==> config.mk <==
export PLATFORM = sky130hd
export DESIGN_NAME = up_down_counter_param_flat
export DESIGN_NICKNAME = d
export VERILOG_FILES = /design/src/rtl/up_down_counter_param_if.sv /design/src/rtl/up_down_counter_param.sv /design/src/flat_wrapper.sv
export SDC_FILE = /design/constraint.sdc
export NUM_CORES = 1
export LEC_CHECK = 0
export CAP_MARGIN = 25
export CORE_MARGIN = 2
export CORE_UTILIZATION = 45
export CTS_CLUSTER_SIZE = 28
export DETAILED_ROUTE_END_ITERATION = 16
export GPL_TIMING_DRIVEN = 0
export HOLD_SLACK_MARGIN = 0.08
export PLACE_DENSITY = 0.85
export REMOVE_ABC_BUFFERS = 1
export SLEW_MARGIN = 20
export SYNTH_ARGS = -nofsm -noshare
export SYNTH_HDL_FRONTEND = slang
export SYNTH_SLANG_ARGS = --single-unit
==> constraint.sdc <==
create_clock -name clk -period 2.5 [get_ports clk]
set_clock_uncertainty 0.15 [all_clocks]
set_input_delay 0.75 -clock clk [delete_from_list [all_inputs] [get_ports clk]]
set_output_delay 0.75 -clock clk [all_outputs]
set_load 0.01 [all_outputs]
==> src/rtl/up_down_counter_param_if.sv <==
// Control/status bundle for up_down_counter_param: the counter is the slave,
// whoever drives the count commands is the master.
interface up_down_counter_param_if #(
    parameter int WIDTH = 8
);
    logic             en;
    logic             up_down;
    logic             load;
    logic [WIDTH-1:0] load_val;
    logic [WIDTH-1:0] limit;
    logic             sat_mode;
    logic             clr_flags;
    logic [WIDTH-1:0] out;
    logic             wrap;
    logic             ovf;
    logic             unf;

    modport master (
        output en, up_down, load, load_val, limit, sat_mode, clr_flags,
        input  out, wrap, ovf, unf
    );

    modport slave (
        input  en, up_down, load, load_val, limit, sat_mode, clr_flags,
        output out, wrap, ovf, unf
    );
endinterface

==> src/rtl/up_down_counter_param.sv <==
// Bounded up/down counter over 0..limit with load, enable, wrap pulse and sticky ovf/unf.
// Define UDC_SATURATE_EN to let sat_mode select saturate instead of wrap at the bounds.
module up_down_counter_param #(
    parameter int WIDTH = 8
) (
    input  logic                  clk,
    input  logic                  reset,
    up_down_counter_param_if.slave bus
);

    localparam logic [WIDTH-1:0] ZERO = {WIDTH{1'b0}};
    localparam logic [WIDTH-1:0] ONE  = {{(WIDTH-1){1'b0}}, 1'b1};

    logic [WIDTH-1:0] out_r;
    logic             wrap_r;
    logic             ovf_r;
    logic             unf_r;

    logic [WIDTH-1:0] out_nxt_s;
    logic             wrap_nxt_s;
    logic             ovf_set_s;
    logic             unf_set_s;
    logic             sat_s;

`ifdef UDC_SATURATE_EN
    assign sat_s = bus.sat_mode;
`else
    assign sat_s = 1'b0;
`endif

    // Next count and boundary events; the bound is checked before stepping so no overflow occurs.
    always_comb begin
        out_nxt_s  = out_r;
        wrap_nxt_s = 1'b0;
        ovf_set_s  = 1'b0;
        unf_set_s  = 1'b0;
        if (bus.load) begin
            if (bus.load_val > bus.limit) begin
                out_nxt_s = bus.limit;
            end else begin
                out_nxt_s = bus.load_val;
            end
        end else if (bus.en) begin
            if (bus.up_down) begin
                if (out_r < bus.limit) begin
                    out_nxt_s = out_r + ONE;
                end else begin
                    wrap_nxt_s = 1'b1;
                    ovf_set_s  = 1'b1;
                    if (sat_s) begin
                        out_nxt_s = bus.limit;
                    end else begin
                        out_nxt_s = ZERO;
                    end
                end
            end else begin
                if (out_r == ZERO) begin
                    wrap_nxt_s = 1'b1;
                    unf_set_s  = 1'b1;
                    if (sat_s) begin
                        out_nxt_s = ZERO;
                    end else begin
                        out_nxt_s = bus.limit;
                    end
                end else if (out_r > bus.limit) begin
                    // limit was lowered underneath the count: snap back into range silently
                    out_nxt_s = bus.limit;
                end else begin
                    out_nxt_s = out_r - ONE;
                end
            end
        end else begin
            out_nxt_s = out_r;
        end
    end

    // State registers; a set event outranks a same-cycle clear of the sticky flags.
    always_ff @(posedge clk) begin
        if (reset) begin
            out_r  <= ZERO;
            wrap_r <= 1'b0;
            ovf_r  <= 1'b0;
            unf_r  <= 1'b0;
        end else begin
            out_r  <= out_nxt_s;
            wrap_r <= wrap_nxt_s;
            ovf_r  <= ovf_set_s | (ovf_r & ~bus.clr_flags);
            unf_r  <= unf_set_s | (unf_r & ~bus.clr_flags);
        end
    end

    assign bus.out  = out_r;
    assign bus.wrap = wrap_r;
    assign bus.ovf  = ovf_r;
    assign bus.unf  = unf_r;

endmodule

==> src/flat_wrapper.sv <==
// flat-port wrapper written by rule: the top's interface ports become plain ports
module up_down_counter_param_flat 
#(
    parameter int WIDTH = 8
)
  (clk, reset, bus_en, bus_up_down, bus_load, bus_load_val, bus_limit, bus_sat_mode, bus_clr_flags, bus_out, bus_wrap, bus_ovf, bus_unf);
  up_down_counter_param_if #(.WIDTH(WIDTH)) bus_i ();
  input  logic clk;
  input  logic reset;
  input wire logic [$bits(bus_i.en)-1:0] bus_en;
  input wire logic [$bits(bus_i.up_down)-1:0] bus_up_down;
  input wire logic [$bits(bus_i.load)-1:0] bus_load;
  input wire logic [$bits(bus_i.load_val)-1:0] bus_load_val;
  input wire logic [$bits(bus_i.limit)-1:0] bus_limit;
  input wire logic [$bits(bus_i.sat_mode)-1:0] bus_sat_mode;
  input wire logic [$bits(bus_i.clr_flags)-1:0] bus_clr_flags;
  output wire logic [$bits(bus_i.out)-1:0] bus_out;
  output wire logic [$bits(bus_i.wrap)-1:0] bus_wrap;
  output wire logic [$bits(bus_i.ovf)-1:0] bus_ovf;
  output wire logic [$bits(bus_i.unf)-1:0] bus_unf;
  assign bus_i.en = bus_en;
  assign bus_i.up_down = bus_up_down;
  assign bus_i.load = bus_load;
  assign bus_i.load_val = bus_load_val;
  assign bus_i.limit = bus_limit;
  assign bus_i.sat_mode = bus_sat_mode;
  assign bus_i.clr_flags = bus_clr_flags;
  assign bus_out = bus_i.out;
  assign bus_wrap = bus_i.wrap;
  assign bus_ovf = bus_i.ovf;
  assign bus_unf = bus_i.unf;
  up_down_counter_param #(.WIDTH(WIDTH)) u_core (.clk(clk), .reset(reset), .bus(bus_i));
endmodule
* Word-level counts from Yosys, hierarchy flattened *
Cells that the tools add are included.

storage, ports and cells
  register bits = 11
  word-level logic and storage cells = 34
  input bits = 23
  output and inout bits = 11

cells by class
  reductions and logical operators = 3
  bitwise operators = 6
  muxes and demuxes = 16
  magnitude comparators = 3
  $add $sub $neg = 2

operators by type and width
  cell                   count
  $mux W8                7
  $gt A8 B8 Y1           2
  $mux W1                9
  $add A8 B1 Y8 const B  1
  $logic_not A8 Y1       1
  $lt A8 B8 Y1           1
  $sub A8 B1 Y8 const B  1
  $reduce_or A3 Y1       1
  $and A1 B1 Y1          2
  $not A1 Y1             2
  $or A1 B1 Y1           2
  $reduce_bool A2 Y1     1

* Depth between registers and ports, before layout *
  word-level depth = 6
  mapped depth = 9

* Least setup slack after synthesis *
OpenSTA, ideal clock, no wires.

  kind = in2reg
  start = in bus_limit[1]
  end = reg u_core.out_r[3], in the netlist u_core.bus.out[3]
  stages = 9
  data required time = 2247 ps
  setup time = 103 ps
  arrival time = 2304 ps
  buffers on the path = 1
  path slack = -58 ps
  path through = inv_1 ha_1 nor2b_1 o211ai_1 a211o_1 buf_2 and4b_1 a221oi_2 a2111oi_2

on the way
  longest elaborated chain between the ends = 6
  elaborated cells on any way between the ends = 10
  those cells by class = 3 x order compare; 7 x mux

ends and longest elaborated chain
  what                    line                         RTL
  start: declaration      flat_wrapper.sv:14           input wire logic [$bits(bus_i.limit)-1:0] bus_limit;
  $gt A8 B8 Y1            up_down_counter_param.sv:65  end else if (out_r > bus.limit) begin
  $mux W8                 up_down_counter_param.sv:65
  $mux W8                 up_down_counter_param.sv:57  if (out_r == ZERO) begin
  $mux W8                 up_down_counter_param.sv:44  if (bus.up_down) begin
  $mux W8                 up_down_counter_param.sv:43  end else if (bus.en) begin
  $mux W8 (*)             up_down_counter_param.sv:37  if (bus.load) begin
  end signal: assignment  up_down_counter_param.sv:85  out_r <= out_nxt_s;
  end: declaration        up_down_counter_param.sv:14  logic [WIDTH-1:0] out_r;

Every way passes the cells marked *; elsewhere a longest branch is shown, timed or not. The select of a mux whose other input is x is not followed.
A chain may end at the register's enable or synchronous reset.

* Worst setup path in the final report *
  start = in bus_limit[3]
  end = reg u_core.out_r[1], in the netlist u_core.bus.out[1]

The elaborated chain is that of the path after synthesis.

==> key figures <==
Cells and area
  • Diodes inserted: 0
  • Final instance area: 2420 um^2
  • Final-stage net count: 269
  • Post-layout util: 79.2%
  • Area delta synth->final: 67.4%
  • Filler Cells Inserted: 199
  • Cell Count, Final, Fillers Out: 270
  • Layout cells sized above 1: 45.6%

Pwr
  • Power per cell area: 403 nW/um^2
  • Net load switching power: roughly 0.44 mW
  • Clock share of power: 14.4%
  • Gate power share: 60.7%
  • Leak: 0.926 nW
  • Sequential share of power: 24.9%
  • Worst VDD drop: approximately 0.27 mV
  • Total power: roughly 1 mW
  • Sw Ratio: between 40% and 50%
  • Internal Power: 0.532 mW

Critical path
  • Max FO, Critical Path: 5
  • CP Capture Type: flop
  • WP data required: 2.52 ns
  • CP Data Arrival Time: 2.66 ns
  • Buf+Inv Stages, Crit Path: 3
  • R2R setup slack: -0.12 ns
  • Slowest Stage Delay on Critical Path: about 0.40 ns
  • Reg-to-Reg Start: u_core.bus.out[0]$_SDFFE_PP0P_
  • Crit Reg-Reg Endpoint: u_core.bus.out[1]$_SDFFE_PP0P_
  • Length in cells of the worst reg-to-reg path: 9
  • Slowest-stage cell, CP: o41ai_2
  • CP Cell Sequence: buf_2 -> inv_2 -> ha_4 -> o211ai_1 -> buf_4 -> a211o_4 -> and4_1 -> o41ai_2 -> a31oi_1
  • Crit path max-delay family: compound AO/OA/AOI/OAI gates
  • Crit Path Category: in2reg
  • CP Launch Type: primary input

Global route
  • Largest net degree at the start of global routing: 14
  • First-pass GRT wire length: 7980 um
  • Total grt overflow: 0
  • Vias in the first global route: 1679
  • GRT Total Usage: 29.8%
  • Initial antenna violation count: 0

Timing
  • Final min period: 2.64 ns
  • RSZ-0062 raised after global routing: yes
  • Slew headroom: between 40% and 50%
  • TNS Setup: -0.598 ns
  • Final worst path period share: 106%
  • Max Clock Freq: 379 MHz
  • Final Max Slew Viols: 0
  • Post-route setup slack: -0.139 ns
  • Final setup fails: 7
  • Worst Tran Pin Value: about 0.8 ns
  • Worst hold slack: approximately 0.32 ns
  • Final Hold Viols: 0

Synth
  • Area contributors post-synth: ha_1, dfxtp_1, mux2i_1
  • Async SR Flop Fraction: 0%
  • Post-synth EDFFs: 0
  • Seq/Total Area, Yosys: 15.2%
  • Most area-hungry cell type in the Yosys netlist: ha_1
  • Post-synth top cells: ha_1, inv_1, a21oi_1, dfxtp_1, nor2_1
  • Count leader, synth: ha_1
  • Post-Synthesis Cells: 171
  • Netlist cell types: 45
  • Yosys reg bits: 11
  • Mean Syn Cell Area: between 8 and 9 um^2
  • Synth Warn #: 0
  • Yosys top cell area share: 16.5%
  • Main synth FF type: dfxtp_1
  • Post-Syn Area: 1450 um^2

Place
  • Placer congestion estimate: roughly 0.9
  • Placement Setup Slack: -0.820 ns
  • Post-DP Area: roughly 1800 um^2
  • DP HPWL: 2890 um
  • Port bufs: 32
  • DP Cell Count: 238

Route
  • Vias per cell: 6.82
  • Routed Wire Length: 6600 um
  • Drt initial violations: roughly 120
  • DRT antenna net count: 0
  • WL per Instance: between 20 and 25 um
  • Via count: approximately 1.8k
  • DR DRC count: 0
  • DR pass1 iterations: 4

Clock network
  • CTS root buf: clkbuf_4
  • Clock Path Buffers: 2
  • Cts hold-fix bufs: 0
  • Clock Sinks: 11
  • Worst skew pair latency: 0.30 ns
  • Htree depth: 1
  • CTS tree: done
  • Clock slew at reported path FFs: 0.09 ns
  • TritonCTS buffer count: 3

Floorplan
  • Die Y: 60.7 um
  • Die Area: 3680 um^2
  • Starting Density: 47.3%
  • Die Wd: 60.7 um
  • Core Rows: 20
  • Num ports: 34
  • Core area: 3050 um^2

Min path
  • Hold Path Depth: 2
  • Hold Path Sink: u_core.bus.ovf$_SDFF_PP0_
  • Worst hold path type: reg2reg
  • HP Start: u_core.bus.ovf$_SDFF_PP0_

Status
  • Status: finished with violations
  • Failing checks: setup timing

Job
  • Max-Cap Viols: 0
-- flip-flops by register name (all words and copies together) (netlist names) --
signal / count
u_core.bus.out: 8
u_core.bus.ovf: 1
u_core.bus.unf: 1
u_core.bus.wrap: 1
-- layout make-up --
class	count	area, um^2	area share [%]
multi-input cells	139	1530	63.2
repair buffers	58	527	21.8
inverters	14	57.6	2.38
flip-flops and latches	11	223	9.21
clock buffers	3	22.5	0.931
well taps	44	55.1	2.28
clock inverters	1	5.00	0.207
-- metal layers --
metal | part of all wire, % | vias up | GRT usage (%)
met5 | 0 | - | 0
met3 | 7.8 | 63 | 6.61
met4 | 7.9 | 0 | 17.4
met1 | 35 | 874 | 32.2
met2 | 50 | 132 | 53.0
li1 | - | 773 | -
-- power by group through the flow --
stage	Clock, mW	Sequential [mW]	Combinational (mW)
2_1_floorplan	0	0.231	0.217
6_report	0.140	0.243	0.592
5_1_grt	0.152	0.244	0.618
3_5_place_dp	0	0.236	0.343
3_3_place_gp	0	0.235	0.334
4_1_cts	0.139	0.237	0.422
-- worst max path at each step --
stage / from / to / slack [ns] / cells after the start
floorplan: bus_limit[1] / u_core.bus.out[3]$_SDFFE_PP0P_ / -0.06 / 8
global route: bus_load_val[1] / u_core.bus.out[2]$_SDFFE_PP0P_ / -0.16 / 9
global placement: bus_limit[7] / u_core.bus.out[0]$_SDFFE_PP0P_ / -0.77 / 8
detailed placement: bus_limit[2] / u_core.bus.out[1]$_SDFFE_PP0P_ / -0.82 / 9
finish: bus_limit[3] / u_core.bus.out[1]$_SDFFE_PP0P_ / -0.14 / 9
CTS: u_core.bus.out[3]$_SDFFE_PP0P_ / bus_out[3] / 0.003 / 1
-- worst reg2reg max path, cell delays in order, from the launching register on --
cell and delay [ns]:
dfxtp_2 0.45, inv_1 0.14, ha_1 0.25, nor2b_4 0.12
o211ai_1 0.11, buf_4 0.18, a211o_4 0.38, and4_1 0.19
o41ai_2 0.40, a31oi_1 0.13
-- placed cells by master (no fill, tap or decap), types with 4 or more instances in the layout --
cell             instances
o31ai_2                  6
inv_1                    7
dfxtp_1                  9
clkdlybuf4s50_1         15
clkbuf_4                 4
nand3_1                  6
nand2_1                  6
a211oi_2                 5
ha_1                     9
nor2_1                   7
o211ai_1                 4
dlygate4sd2_1            6
o21bai_1                 4
buf_4                   23
xor2_1                   8
inv_2                    6
a21oi_1                  6
ha_4                    10
mux2i_1                  4
-- kinds of logic after synthesis --
group	after synthesis	share of synthesized area, %
xor+xnor	11	6.67
buf+inv	23	7.62
mux	7	4.85
flops	11	15.2
fa+ha+maj	19	16.5
compound gates	55	30.6
simple gates	45	18.6
-- timing repair --
action                                  4_1_cts  5_1_grt
setup buffers                                14       12
endpoints found under the setup margin       10       11
gates resized for setup                      57       54
gates cloned                                  2        0
pin swaps                                    19       28
Note: power is estimated with default switching activity, not from simulation.
